<file path="src/rtl/jt12_chseq_pkg.sv">
// Shared types for the jt12_chseq channel sequencer: write kinds, queue entry
// and the per-channel configuration record.
package jt12_chseq_pkg;

  localparam int FNUM_W  = 11;
  localparam int BLOCK_W = 3;
  localparam int FB_W    = 3;
  localparam int ALG_W   = 3;
  localparam int PMS_W   = 3;
  localparam int AMS_W   = 2;
  localparam int RL_W    = 2;

  localparam logic [RL_W-1:0] RL_RST = 2'b11;

  typedef enum logic [1:0] {
    KIND_LATCH   = 2'd0,
    KIND_FNUM_LO = 2'd1,
    KIND_FBALG   = 2'd2,
    KIND_PMS     = 2'd3
  } wr_kind_e;

  typedef struct packed {
    wr_kind_e   kind;
    logic [2:0] ch;
    logic [7:0] data;
  } wr_entry_t;

  typedef struct packed {
    logic [FNUM_W-1:0]  fnum;
    logic [BLOCK_W-1:0] block;
    logic [FB_W-1:0]    fb;
    logic [ALG_W-1:0]   alg;
    logic [PMS_W-1:0]   pms;
    logic [AMS_W-1:0]   ams;
  } ch_cfg_t;

endpackage

</file>
<file path="src/rtl/jt12_chseq_fifo.sv">
// Synchronous show-ahead queue for pending register writes; full blocks
// enqueue even when a dequeue happens in the same cycle.
module jt12_chseq_fifo #(
  parameter int DEPTH = 4,
  parameter int WIDTH = 13
) (
  input  logic             clk,
  input  logic             rst_n,
  input  logic             wr_en,
  input  logic [WIDTH-1:0] wr_data,
  input  logic             rd_en,
  output logic [WIDTH-1:0] rd_data,
  output logic             full,
  output logic             empty
);

  localparam int AW = $clog2(DEPTH);

  logic [AW:0]      wr_ptr_q, wr_ptr_d;
  logic [AW:0]      rd_ptr_q, rd_ptr_d;
  logic [WIDTH-1:0] mem_q [DEPTH];
  logic [WIDTH-1:0] mem_d [DEPTH];

  assign full    = (wr_ptr_q[AW] != rd_ptr_q[AW]) && (wr_ptr_q[AW-1:0] == rd_ptr_q[AW-1:0]);
  assign empty   = (wr_ptr_q == rd_ptr_q);
  assign rd_data = mem_q[rd_ptr_q[AW-1:0]];

  always_comb begin
    mem_d    = mem_q;
    wr_ptr_d = wr_ptr_q;
    rd_ptr_d = rd_ptr_q;
    if (wr_en && !full) begin
      mem_d[wr_ptr_q[AW-1:0]] = wr_data;
      wr_ptr_d = wr_ptr_q + (AW+1)'(1);
    end
    if (rd_en && !empty) begin
      rd_ptr_d = rd_ptr_q + (AW+1)'(1);
    end
  end

  always_ff @(posedge clk) begin
    if (!rst_n) begin
      wr_ptr_q <= '0;
      rd_ptr_q <= '0;
    end else begin
      wr_ptr_q <= wr_ptr_d;
      rd_ptr_q <= rd_ptr_d;
      mem_q    <= mem_d;
    end
  end

endmodule

</file>
<file path="src/rtl/jt12_chseq.sv">
// Channel/operator slot sequencer with queued per-channel register writes.
// Define JT12_CHSEQ_RL_EN to store a per-channel rl field (else rl_I is tied to 2'b11).
module jt12_chseq
  import jt12_chseq_pkg::*;
#(
  parameter int NUM_CH     = 6,
  parameter int NUM_OP     = 4,
  parameter int FIFO_DEPTH = 4
) (
  input  logic        clk,
  input  logic        rst_n,
  input  logic        clk_en,
  input  logic        wr_valid,
  output logic        wr_ready,
  input  logic [1:0]  wr_kind,
  input  logic [2:0]  wr_ch,
  input  logic [7:0]  wr_data,
  output logic [2:0]  cur_ch,
  output logic [1:0]  cur_op,
  output logic        zero,
  output logic [10:0] fnum_I,
  output logic [2:0]  block_I,
  output logic [2:0]  fb_I,
  output logic [2:0]  alg_I,
  output logic [2:0]  pms_I,
  output logic [1:0]  ams_I,
  output logic [1:0]  rl_I,
  output logic        err_drop
);

  localparam logic [2:0] LAST_CH = 3'(NUM_CH - 1);
  localparam logic [1:0] LAST_OP = 2'(NUM_OP - 1);

  logic [2:0] cur_ch_q, cur_ch_d, next_ch;
  logic [1:0] cur_op_q, cur_op_d, next_op;
  logic       zero_q, zero_d;
  logic       err_drop_q, err_drop_d;
  logic [5:0] latch_q, latch_d;
  ch_cfg_t    out_q, out_d;
  // Sized for the full 3-bit channel field; entries >= NUM_CH are never written.
  ch_cfg_t    ch_q [8];
  ch_cfg_t    ch_d [8];
`ifdef JT12_CHSEQ_RL_EN
  logic [RL_W-1:0] rl_q [8];
  logic [RL_W-1:0] rl_d [8];
  logic [RL_W-1:0] rl_out_q, rl_out_d;
`endif

  wr_entry_t                      wr_entry, head;
  logic [$bits(wr_entry_t)-1:0]   head_bits;
  logic                           fifo_full, fifo_empty, deq;
  logic                           head_bad, head_hit;

  assign wr_entry.kind = wr_kind_e'(wr_kind);
  assign wr_entry.ch   = wr_ch;
  assign wr_entry.data = wr_data;
  assign head          = wr_entry_t'(head_bits);
  assign wr_ready      = !fifo_full;

  jt12_chseq_fifo #(
    .DEPTH (FIFO_DEPTH),
    .WIDTH ($bits(wr_entry_t))
  ) u_fifo (
    .clk     (clk),
    .rst_n   (rst_n),
    .wr_en   (wr_valid && !fifo_full),
    .wr_data (wr_entry),
    .rd_en   (deq),
    .rd_data (head_bits),
    .full    (fifo_full),
    .empty   (fifo_empty)
  );

  assign next_ch  = (cur_ch_q == LAST_CH) ? 3'd0 : cur_ch_q + 3'd1;
  assign next_op  = (cur_ch_q != LAST_CH) ? cur_op_q :
                    (cur_op_q == LAST_OP) ? 2'd0 : cur_op_q + 2'd1;
  assign head_bad = {1'b0, head.ch} >= 4'(NUM_CH);
  assign head_hit = (cur_op_q == 2'd0) && (cur_ch_q == head.ch);

  always_comb begin
    cur_ch_d   = cur_ch_q;
    cur_op_d   = cur_op_q;
    zero_d     = zero_q;
    latch_d    = latch_q;
    ch_d       = ch_q;
    out_d      = out_q;
    err_drop_d = 1'b0;
    deq        = 1'b0;
`ifdef JT12_CHSEQ_RL_EN
    rl_d       = rl_q;
    rl_out_d   = rl_out_q;
`endif
    if (clk_en) begin
      cur_ch_d = next_ch;
      cur_op_d = next_op;
      zero_d   = (next_ch == 3'd0) && (next_op == 2'd0);
      // Outputs load the slot we are moving into; a write applied this edge
      // targets cur_ch, which is never next_ch, so no bypass is needed.
      out_d    = ch_q[next_ch];
`ifdef JT12_CHSEQ_RL_EN
      rl_out_d = rl_q[next_ch];
`endif
      if (!fifo_empty) begin
        if (head_bad) begin
          deq        = 1'b1;
          err_drop_d = 1'b1;
        end else if (head.kind == KIND_LATCH) begin
          latch_d = head.data[5:0];
          deq     = 1'b1;
        end else if (head_hit) begin
          deq = 1'b1;
          case (head.kind)
            KIND_FNUM_LO: {ch_d[head.ch].block, ch_d[head.ch].fnum} = {latch_q, head.data};
            KIND_FBALG: begin
              ch_d[head.ch].fb  = head.data[5:3];
              ch_d[head.ch].alg = head.data[2:0];
            end
            KIND_PMS: begin
              ch_d[head.ch].ams = head.data[5:4];
              ch_d[head.ch].pms = head.data[2:0];
`ifdef JT12_CHSEQ_RL_EN
              rl_d[head.ch]     = head.data[7:6];
`endif
            end
            default: ;
          endcase
        end
      end
    end
  end

  always_ff @(posedge clk) begin
    if (!rst_n) begin
      cur_ch_q   <= '0;
      cur_op_q   <= '0;
      zero_q     <= 1'b1;
      err_drop_q <= 1'b0;
      latch_q    <= '0;
      out_q      <= '0;
      ch_q       <= '{default: '0};
`ifdef JT12_CHSEQ_RL_EN
      rl_q       <= '{default: RL_RST};
      rl_out_q   <= RL_RST;
`endif
    end else begin
      cur_ch_q   <= cur_ch_d;
      cur_op_q   <= cur_op_d;
      zero_q     <= zero_d;
      err_drop_q <= err_drop_d;
      latch_q    <= latch_d;
      out_q      <= out_d;
      ch_q       <= ch_d;
`ifdef JT12_CHSEQ_RL_EN
      rl_q       <= rl_d;
      rl_out_q   <= rl_out_d;
`endif
    end
  end

  assign cur_ch   = cur_ch_q;
  assign cur_op   = cur_op_q;
  assign zero     = zero_q;
  assign err_drop = err_drop_q;
  assign fnum_I   = out_q.fnum;
  assign block_I  = out_q.block;
  assign fb_I     = out_q.fb;
  assign alg_I    = out_q.alg;
  assign pms_I    = out_q.pms;
  assign ams_I    = out_q.ams;
`ifdef JT12_CHSEQ_RL_EN
  assign rl_I     = rl_out_q;
`else
  assign rl_I     = RL_RST;
`endif

endmodule

</file>
<file path="config.mk">
export PLATFORM = sky130hd
export DESIGN_NAME = jt12_chseq
export DESIGN_NICKNAME = d
export VERILOG_FILES = /design/src/rtl/jt12_chseq_pkg.sv /design/src/rtl/jt12_chseq_fifo.sv /design/src/rtl/jt12_chseq.sv
export SDC_FILE = /design/constraint.sdc
export NUM_CORES = 1
export LEC_CHECK = 0
export BUFFER_PORTS_ARGS = -buffer_cell sky130_fd_sc_hd__buf_2
export CAP_MARGIN = 20
export CORE_MARGIN = 4
export CORE_UTILIZATION = 60
export DETAILED_ROUTE_END_ITERATION = 7
export PLACE_DENSITY = 0.78
export RECOVER_POWER = 50
export SETUP_SLACK_MARGIN = 0.3
export SLEW_MARGIN = 25
export SYNTH_ARGS = -nofsm -noshare
export SYNTH_HDL_FRONTEND = slang
export SYNTH_SLANG_ARGS = --single-unit
</file>
<file path="constraint.sdc">
create_clock -name clk -period 6.32 [get_ports clk]
set_clock_uncertainty 0.2 [all_clocks]
set_input_delay 0.316 -clock clk [delete_from_list [all_inputs] [get_ports clk]]
set_output_delay 0.316 -clock clk [all_outputs]
set_load 0.05 [all_outputs]
</file>
==> flow_summary.json, run 1 <==
{
  "syn_inst": 1091,
  "setup_viol": 0,
  "clk_latency_ns": 0.55,
  "postSynth.asyncResetShare_pct": 0,
  "rsz0062_at_grt": "no",
  "worst_hold_slack_ns": 0.192,
  "critical_path.slowest_cell": "sky130_fd_sc_hd__clkbuf_1",
  "crit_path_cell_trace": "dlygate4sd3_1, buf_6, clkbuf_1, buf_4, nand2_1, mux2i_1",
  "cp.arrival_ns": 4.95,
  "ys.warnings.count": 0,
  "timing.setup.tns_ns": 0,
  "met3_usage_pct": 4.07,
  "min_period_over_period_pct": 74.1,
  "worst_slew_pin_slew_ns": 3.20,
  "globalRouteMet2Util_pct": 38.2,
  "cellLeakagePower_nw": 4.25,
  "track_usage_pct": 24.4,
  "drt_first_pass_iters": 5,
  "timing.final.crit_period_ns": 4.69,
  "design.die.area_um2": 21700,
  "synth.ff_latch_count": 271,
  "max_slew_headroom_pct": -113,
  "power.clock.fraction_pct": 43.6,
  "violations": "max-capacitance violations, max-slew violations",
  "final_layout_size_suffix_gt1_share_pct": 12.6,
  "core-area_um2": 18900,
  "path_delay_family": "buffers and inverters",
  "share_seq_of_total_power_pct": 47.5,
  "post_drt_wl_per_cell_um": 18.9,
  "initial_utilization_pct": 61.5,
  "switchingPower_uw": 952,
  "power_density_nw_per_um2": 294,
  "layout_commonest_cell": "sky130_fd_sc_hd__nand2_1",
  "cts_resized": 0,
  "gp_weighted_congestion": 0.783,
  "global_route.usage.met1_pct": 35.1,
  "die_w_um": 147,
  "clkSinkCount": 271,
  "dominantRegCellSynth": "sky130_fd_sc_hd__dfxtp_1",
  "h-tree-depth": 1,
  "most_frequent_cells_in_the_layout": "sky130_fd_sc_hd__nand2_1, sky130_fd_sc_hd__dfxtp_1, sky130_fd_sc_hd__mux2i_1, sky130_fd_sc_hd__edfxtp_1, sky130_fd_sc_hd__clkbuf_1",
  "boundaryPins": 52,
  "critical_path.max_stage_delay_ns": 2.29,
  "slew_viol_final": 191,
  "ctsHoldBuffers": 15,
  "setup.worst_path.class": "in2reg",
  "dp_hpwl_um": 16400,
  "fp.dieH_um": 147,
  "run_status": "complete, but fails checks",
  "synth_area_leaders": "sky130_fd_sc_hd__dfxtp_1, sky130_fd_sc_hd__mux2i_1, sky130_fd_sc_hd__edfxtp_1, sky130_fd_sc_hd__nand2_1, sky130_fd_sc_hd__mux4_2",
  "cts_made_buffers": 29,
  "cts_root_buffer": "sky130_fd_sc_hd__clkbuf_16",
  "first_global_vias": 7786,
  "cp.buffers_inverters": 4,
  "switching_share_pct": 25.1,
  "synth_area_leader_cell": "sky130_fd_sc_hd__dfxtp_1",
  "netlist_area_um2": 11600,
  "comb_pwr_share_pct": 8.8,
  "wire_length_of_the_first_global_routing_pass_um": 43100,
  "timing_hold_violations_final": 0,
  "number_of_different_library_cells_in_the_post_synthesis_netlist": 47,
  "start_kind": "primary input",
  "grt_max_degree": 101,
  "crit_path_end_kind": "flip-flop",
  "cts_buffer_depth": 3,
  "ir_drop_uv": 278,
  "drv_cap": 4,
  "grt_most_used_layer": "met2",
  "crit_fanout": 100,
  "synthesis.area_per_instance_um2": 10.7,
  "intPower_mw": 2.85,
  "drt_drc_violations_left": 0,
  "layout-area-overhead-vs-synth_pct": 11.3,
  "worst_path_clk_slew_ns": 0.06,
  "fmaxAchievable_mhz": 213,
  "vias": 7955,
  "drt-total-wl_um": 26400,
  "antenna-diode-count": 0,
  "rows": 50,
  "place.port_buffers": 49,
  "cts.repair_timing.setup_buffer_count": 0,
  "synth_edf_count": 52,
  "synth_seq_area_share_pct": 51.1,
  "holdCritPathClass": "in2reg",
  "post-synth-top-area-fraction_pct": 37.7,
  "drt_iter0_markers": 600,
  "tritoncts_clock_tree": "done",
  "final_net_count": 1138,
  "critPathRequiredTime_ns": 6.59,
  "grt_antenna_before_repair": 0,
  "post_drt_via_cell_ratio": 5.69,
  "ant_nets": 0,
  "grt_remaining_overflow": 0
}
==> synthesized netlist by cell type (2+ instances only) <==
cell,n
sky130_fd_sc_hd__nand3_1,4
sky130_fd_sc_hd__nor4_4,10
sky130_fd_sc_hd__edfxtp_1,52
sky130_fd_sc_hd__o22a_1,8
sky130_fd_sc_hd__mux2_2,14
sky130_fd_sc_hd__nand2b_1,3
sky130_fd_sc_hd__xnor2_2,2
sky130_fd_sc_hd__nor3_1,2
sky130_fd_sc_hd__a221oi_1,13
sky130_fd_sc_hd__nor3_2,6
sky130_fd_sc_hd__buf_1,12
sky130_fd_sc_hd__buf_4,4
sky130_fd_sc_hd__clkbuf_1,59
sky130_fd_sc_hd__nor3b_1,14
sky130_fd_sc_hd__dfxtp_1,219
sky130_fd_sc_hd__a21oi_1,47
sky130_fd_sc_hd__nand2_1,272
sky130_fd_sc_hd__nor3_4,2
sky130_fd_sc_hd__a211oi_1,2
sky130_fd_sc_hd__and2_1,31
sky130_fd_sc_hd__o2111ai_1,12
sky130_fd_sc_hd__inv_1,10
sky130_fd_sc_hd__nor2_1,23
sky130_fd_sc_hd__nor2b_1,4
sky130_fd_sc_hd__nand3b_1,5
sky130_fd_sc_hd__o211ai_1,13
sky130_fd_sc_hd__o221a_2,25
sky130_fd_sc_hd__buf_2,3
sky130_fd_sc_hd__xnor2_1,5
sky130_fd_sc_hd__buf_6,7
sky130_fd_sc_hd__mux4_2,13
sky130_fd_sc_hd__ha_1,7
sky130_fd_sc_hd__mux2i_1,174
==> path summary, 6_finish.rpt <==
kind | startpoint | endpoint | slack [ns] | depth (start not counted)
hold reg to reg | ch_q[170]$_SDFFE_PN0P_ | ch_q[170]$_SDFFE_PN0P_ | 0.25 | 2
hold / removal | clk_en | zero$_SDFFE_PN1P_ | 0.19 | 4
setup / recovery | rst_n | ch_q[95]$_SDFFE_PN0P_ | 1.63 | 6
setup reg to reg | cur_ch[2]$_SDFFE_PN0P_ | fnum_I[2]$_SDFFE_PN0P_ | 2.20 | 7
==> cell type report <==
type / count / area [um^2]
clock buffers: 40 / 840
clock inverters: 14 / 109
fillers: 1456 / 5950
inverters: 10 / 37.5
multi-input cells: 726 / 5260
flip-flops and latches: 271 / 5950
well taps: 260 / 325
repair buffers: 76 / 425
==> power by group through the flow <==
stage / Clock [mW] / Combinational (mW) / Sequential [mW]
floorplan: 0 / 0.227 / 1.87
global placement: 0 / 0.326 / 1.84
detailed placement: 0 / 0.330 / 1.84
CTS: 1.68 / 0.338 / 1.81
global route: 1.76 / 0.359 / 1.81
finish: 1.66 / 0.336 / 1.81
==> sequential cells by signal (all words and copies together) (netlist names) <==
name,flops
zero,1
fb_I,3
u_fifo.mem_q,52
pms_I,3
ams_I,2
fnum_I,11
latch_q,6
cur_ch,3
alg_I,3
block_I,3
err_drop,1
cur_op,2
u_fifo.wr_ptr_q,3
ch_q,175
u_fifo.rd_ptr_q,3
==> worst register-to-register path, delay by kind of cell, from the launching register on <==
kind | cells | cell delay, ns
compound gates | 3 | 1.18
buf+inv | 2 | 2.00
flops | 1 | 0.41
simple gates | 2 | 0.26
==> metrics by stage <==
stage,area (um^2),cells,utilization (%),setup WS (ns),power (mW)
final,12900,1397,68.5,1.63,3.80
after global routing,12900,1397,68.5,1.31,3.92
after CTS,13000,1397,68.9,2.79,3.82
after global placement,11900,1327,63.0,2.89,2.17
after floorplan,11600,1092,-,3.67,2.09
after detailed placement,11900,1328,63.1,2.80,2.17
==> routing by layer <==
| metal | wire (um) | vias to the layer above |
|---|---|---|
| met5 | 0 | - |
| met1 | 12500 | 3866 |
| li1 | - | 3869 |
| met2 | 11900 | 173 |
| met3 | 1200 | 47 |
| met4 | 739 | 0 |
==> kinds of logic (layout without fill, tap and decap cells) <==
kind of cell / after synthesis / count (layout) / share of synthesized area (%)
AOI/OAI and AO/OA: 125 / 125 / 8.23
xor gates and xnor gates: 9 / 9 / 0.968
adders and majority gates: 7 / 7 / 0.753
buffers and inverters: 95 / 140 / 3.68
DFF: 271 / 271 / 51.1
muxes: 201 / 201 / 18.9
other: 1 / 2 / 0.0323
and+or+nand+nor: 382 / 382 / 16.3
(Power assumes the default switching activity.)
==> inputs of run 2 (changes only) <==
clock period = 4.5 ns   (was 6.32 ns; I/O delays follow)
==> run 2 against run 1 <==
Against the previous run:
- sequential power increased by 40%
- final area fell by 0.25%
- setup slack got worse by 0.93 ns
- the flow still finishes with violations (max-capacitance violations, max-slew violations)
- clock power is 33% higher
- non-clock buffer count up 6
- largest power group unchanged
- final cell count shrank 0.14%
- combinational power is 41% higher
- utilization down 0.17 points
- clock-buffer cell count down 5
- sequential share of layout area is 0.12 points higher
==> flow_summary.json, run 2 (same netlist as run 1, synthesis figures left out) <==
{
  "post_drt_wl_per_cell_um": 19.2,
  "boundaryPins": 52,
  "finish.instance_area_um2": 12900,
  "topRoutingLayerUsed": "met4",
  "layout-area-overhead-vs-synth_pct": 11.0,
  "min_period_over_period_pct": 84.3,
  "timing_hold_violations_final": 0,
  "tritoncts_clock_tree": "done",
  "cp.arrival_ns": 4.04,
  "drt_drc_violations_left": 0,
  "dpl_worst_slack_ns": 1.05,
  "place.port_buffers": 49,
  "max_slew_headroom_pct": -51.6,
  "design.die.area_um2": 21700,
  "fp.dieH_um": 147,
  "layoutNonFillerInstCount": 1395,
  "grt_max_degree": 189,
  "place_area_um2": 12000,
  "h-tree-depth": 1,
  "ir_drop_uv": 349,
  "dpl.cell_count": 1334,
  "grt_antenna_before_repair": 0,
  "core-area_um2": 18900,
  "track_usage_pct": 24.7,
  "worst_path_clk_slew_ns": 0.06,
  "violations": "max-capacitance violations, max-slew violations",
  "run_status": "complete, but fails checks",
  "setup_viol": 0,
  "cts_resized": 0,
  "post_drt_via_cell_ratio": 5.85,
  "crit_path_end_kind": "flip-flop",
  "grt_remaining_overflow": 0,
  "vias": 8158,
  "cts_buffer_depth": 3,
  "cts.repair_timing.setup_buffer_count": 0,
  "crit_fanout": 42,
  "initial_utilization_pct": 61.5,
  "drt_first_pass_iters": 5,
  "wire_length_of_the_first_global_routing_pass_um": 43600,
  "final_layout_size_suffix_gt1_share_pct": 12.2,
  "dp_hpwl_um": 16500,
  "ant_nets": 0,
  "wl_met1_um": 11900,
  "holdCritPathClass": "in2reg",
  "drt_iter0_markers": 681,
  "wl_met3_um": 1440,
  "cellLeakagePower_nw": 4.24,
  "worst_slew_pin_slew_ns": 2.27,
  "most_frequent_cells_in_the_layout": "sky130_fd_sc_hd__nand2_1, sky130_fd_sc_hd__dfxtp_1, sky130_fd_sc_hd__mux2i_1, sky130_fd_sc_hd__edfxtp_1, sky130_fd_sc_hd__clkbuf_1",
  "die_w_um": 147,
  "slew_viol_final": 263,
  "drt-total-wl_um": 26800,
  "cts_made_buffers": 28,
  "clk_latency_ns": 0.54,
  "cts_root_buffer": "sky130_fd_sc_hd__clkbuf_16",
  "rsz0062_at_grt": "no",
  "largest_register_ffs": 175,
  "timing.setup.tns_ns": 0,
  "first_global_vias": 8163,
  "critPathRequiredTime_ns": 4.74,
  "setup.worst_path.class": "reg2reg",
  "final_net_count": 1143,
  "fmaxAchievable_mhz": 264,
  "detailroute.wirelength.met2_um": 12600,
  "timing.final.crit_period_ns": 3.79,
  "post-route-util_pct": 68.3,
  "clkSinkCount": 271,
  "rows": 50,
  "start_kind": "flip-flop",
  "layout_commonest_cell": "sky130_fd_sc_hd__nand2_1",
  "antenna-diode-count": 0,
  "drv_cap": 3,
  "setup_ws_ns": 0.708,
  "gp_weighted_congestion": 0.819,
  "max_flop_register": "ch_q",
  "power_density_nw_per_um2": 405,
  "ctsHoldBuffers": 15
}
==> run 2: cell types whose count changed in the layout (fill, tap and decap cells not counted), moves of 2 or more <==
cell / before / now
sky130_fd_sc_hd__clkinv_1: 0 / 4
sky130_fd_sc_hd__clkinv_2: 8 / 3
sky130_fd_sc_hd__buf_4: 9 / 14
sky130_fd_sc_hd__clkinvlp_4: 2 / 0
sky130_fd_sc_hd__clkbuf_8: 5 / 1
==> run 2: stage by stage <==
| step | power, mW | hold slack (ns) |
|---|---|---|
| after floorplan | 2.94 | 0.124 |
| after global placement | 3.05 | 0.238 |
| after detailed placement | 3.06 | 0.242 |
| after CTS | 5.25 | 0.0805 |
| after global routing | 5.37 | 0.117 |
| final | 5.22 | 0.0966 |
==> run 2: worst max-delay path: stages (launching register included) <==
cell and delay [ns]:
sky130_fd_sc_hd__dfxtp_1 0.32, sky130_fd_sc_hd__clkbuf_1 1.63, sky130_fd_sc_hd__xnor2_2 0.26, sky130_fd_sc_hd__nand4_4 0.36, sky130_fd_sc_hd__nor3_2 0.34, sky130_fd_sc_hd__buf_4 0.35
sky130_fd_sc_hd__mux2i_1 0.23
==> run 2: layer usage <==
layer  GRT usage (%)  up-vias
met5               0        -
met4            8.48        0
met3            4.32       68
met2            40.7      227
met1            33.3     3980
li1                -     3883
==> run 2: worst paths after layout <==
kind,startpoint,endpoint,slack (ns),cells after the start
setup / recovery,cur_ch[1]$_SDFFE_PN0P_,ch_q[168]$_SDFFE_PN0P_,0.71,6
hold / removal,clk_en,zero$_SDFFE_PN1P_,0.1,5
setup reg to reg,cur_ch[1]$_SDFFE_PN0P_,ch_q[168]$_SDFFE_PN0P_,0.71,6
hold reg to reg,ch_q[167]$_SDFFE_PN0P_,ch_q[167]$_SDFFE_PN0P_,0.25,2
==> run 2: final cells by class <==
class	instances	area [um^2]
well taps	260	325
clock buffers	35	758
clock inverters	11	104
inverters	10	37.5
multi-input cells	726	5260
fillers	1463	5990
flip-flops and latches	271	5950
repair buffers	82	472
==> run 2: report_power, final <==
group	leakage, nW	internal, mW	switching, mW
combinational	1.57	0.130	0.343
clock	0.421	1.29	0.916
sequential	2.24	2.51	0.0342
total	4.24	3.93	1.29
==> inputs of run 3 (changes only) <==
clock period = 3.8 ns   (was 4.5 ns; I/O delays follow)
==> run 3 against run 2 <==
Against the previous run:
- the run still ends with max-capacitance violations, max-slew violations left
- die area did not move
- worst hold slack got worse by 0.050 ns
- clock power rose by 26%
- global-route usage fell by 1.0 points
- clock-buffer cell count rose by 9
- final area rose by 1.2%
- critical path depth did not move
- sequential share of layout area fell by 0.53 points
- non-clock buffer count rose by 6
- final cell count rose by 0.79%
- setup slack got worse by 0.33 ns
==> flow_summary.json, run 3 (same netlist as run 1, synthesis figures left out) <==
{
  "cellLeakagePower_nw": 4.33,
  "crit_fanout": 22,
  "largest_register_ffs": 175,
  "die_w_um": 147,
  "clkSinkCount": 271,
  "switchingPower_mw": 1.55,
  "layout_commonest_cell": "sky130_fd_sc_hd__nand2_1",
  "place.port_buffers": 49,
  "core-area_um2": 18900,
  "ir_drop_uv": 446,
  "timing.setup.tns_ns": 0,
  "cts_root_buffer": "sky130_fd_sc_hd__clkbuf_16",
  "layout-area-overhead-vs-synth_pct": 12.3,
  "timing.final.crit_period_ns": 3.42,
  "tritoncts_clock_tree": "done",
  "track_usage_pct": 23.7,
  "max_slew_headroom_pct": -18.1,
  "drt_first_pass_iters": 5,
  "boundaryPins": 52,
  "drt-total-wl_um": 25900,
  "most_frequent_cells_in_the_layout": "sky130_fd_sc_hd__nand2_1, sky130_fd_sc_hd__dfxtp_1, sky130_fd_sc_hd__mux2i_1, sky130_fd_sc_hd__clkbuf_1, sky130_fd_sc_hd__edfxtp_1",
  "initial_utilization_pct": 61.5,
  "fp.dieH_um": 147,
  "vias": 8022,
  "dp_hpwl_um": 16200,
  "timing_hold_violations_final": 0,
  "h-tree-depth": 1,
  "post_drt_wl_per_cell_um": 18.4,
  "final_net_count": 1150,
  "first_global_vias": 7803,
  "post-route-util_pct": 69.1,
  "ant_nets": 0,
  "antenna-diode-count": 0,
  "drv_cap": 1,
  "power.clock.fraction_pct": 43.8,
  "switching_share_pct": 24.4,
  "share_seq_of_total_power_pct": 47.3,
  "drt_drc_violations_left": 0,
  "max_flop_register": "ch_q",
  "violations": "max-capacitance violations, max-slew violations",
  "worst_slew_pin_slew_ns": 1.77,
  "start_kind": "flip-flop",
  "run_status": "complete, but fails checks",
  "rows": 50,
  "final_layout_size_suffix_gt1_share_pct": 13.2,
  "cts_buffer_depth": 3,
  "setup_viol": 0,
  "slew_viol_final": 175,
  "critPathRequiredTime_ns": 4.08,
  "place_area_um2": 12000,
  "power_density_nw_per_um2": 486,
  "wire_length_of_the_first_global_routing_pass_um": 42100,
  "fmaxAchievable_mhz": 292,
  "setup.worst_path.class": "reg2reg",
  "post_drt_via_cell_ratio": 5.71,
  "cts_resized": 0,
  "grt_remaining_overflow": 0,
  "grt_max_degree": 175,
  "grt_antenna_before_repair": 0,
  "comb_pwr_share_pct": 8.9,
  "design.die.area_um2": 21700,
  "min_period_over_period_pct": 90.0,
  "intPower_mw": 4.80,
  "cp.arrival_ns": 3.70,
  "drt_iter0_markers": 549,
  "cts_made_buffers": 29,
  "crit_path_end_kind": "flip-flop",
  "gp_weighted_congestion": 0.822,
  "holdCritPathClass": "in2reg",
  "finish.instance_area_um2": 13100,
  "worst_path_clk_slew_ns": 0.06,
  "rsz0062_at_grt": "no",
  "clk_latency_ns": 0.54
}
==> run 3: changes by cell type in the layout (fill, tap and decap cells not counted), sizes merged <==
cell / before / now
buf: 20 / 23
bufinv: 2 / 1
clkbuf: 82 / 94
clkinv: 8 / 5
clkinvlp: 1 / 0
inv: 10 / 11
==> run 3: area by class of cell <==
cell class | instances | area [um^2]
Sequential cell | 271 | 5950
Fill cell | 1425 | 5830
Multi-Input combinational cell | 726 | 5260
Clock buffer | 44 | 886
Timing Repair Buffer | 88 | 527
Tap cell | 260 | 325
Clock inverter | 7 | 75.1
Inverter | 10 | 37.5
==> run 3: final timing paths <==
| kind | from | end | slack, ns | cells after the start |
|---|---|---|---|---|
| worst min-delay path | clk_en | zero$_SDFFE_PN1P_ | 0.05 | 5 |
| worst max-delay path | cur_ch[0]$_SDFFE_PN0P_ | fnum_I[3]$_SDFFE_PN0P_ | 0.38 | 6 |
| worst max register to register | cur_ch[0]$_SDFFE_PN0P_ | fnum_I[3]$_SDFFE_PN0P_ | 0.38 | 6 |
| worst min register to register | ch_q[166]$_SDFFE_PN0P_ | ch_q[166]$_SDFFE_PN0P_ | 0.25 | 2 |
==> run 3: what timing repair did <==
| action | in CTS | in global routing |
|---|---|---|
| hold endpoints to repair | 92 | 0 |
| setup buffers | 0 | 0 |
| hold buffers | 15 | 0 |
==> run 3: metrics by stage <==
step	hold WS, ns	total power [mW]	cells	setup slack [ns]
final	0.0466	6.35	1406	0.380
after global routing	0.102	6.54	1406	0.214
after detailed placement	0.212	3.63	1340	0.648
after CTS	0.0330	6.39	1406	0.597
after global placement	0.206	3.62	1340	0.726
after floorplan	0.0889	3.48	1092	1.15
==> run 3: power by group through the flow <==
stage | clock network [mW] | logic, mW | registers, mW
6_report | 2.78 | 0.567 | 3.00
5_1_grt | 2.92 | 0.608 | 3.01
4_1_cts | 2.81 | 0.575 | 3.00
3_5_place_dp | 0 | 0.562 | 3.07
3_3_place_gp | 0 | 0.556 | 3.06
2_1_floorplan | 0 | 0.377 | 3.11
==> run 3: metal layers <==
layer,global-route usage [%],routed length (um),up-vias
met2,38.5,12000,240
met4,5.64,547,0
met5,0,0,-
met3,3.49,1480,43
met1,33.8,11800,3847
li1,-,-,3892
==> run 3: critical path, cell delays in order, from the launching register on <==
cell and delay, ns:
sky130_fd_sc_hd__dfxtp_1 0.35, sky130_fd_sc_hd__clkbuf_1 1.06, sky130_fd_sc_hd__and2_0 0.80, sky130_fd_sc_hd__buf_4 0.31, sky130_fd_sc_hd__a221oi_1 0.11, sky130_fd_sc_hd__o211ai_1 0.26
sky130_fd_sc_hd__o221a_2 0.26
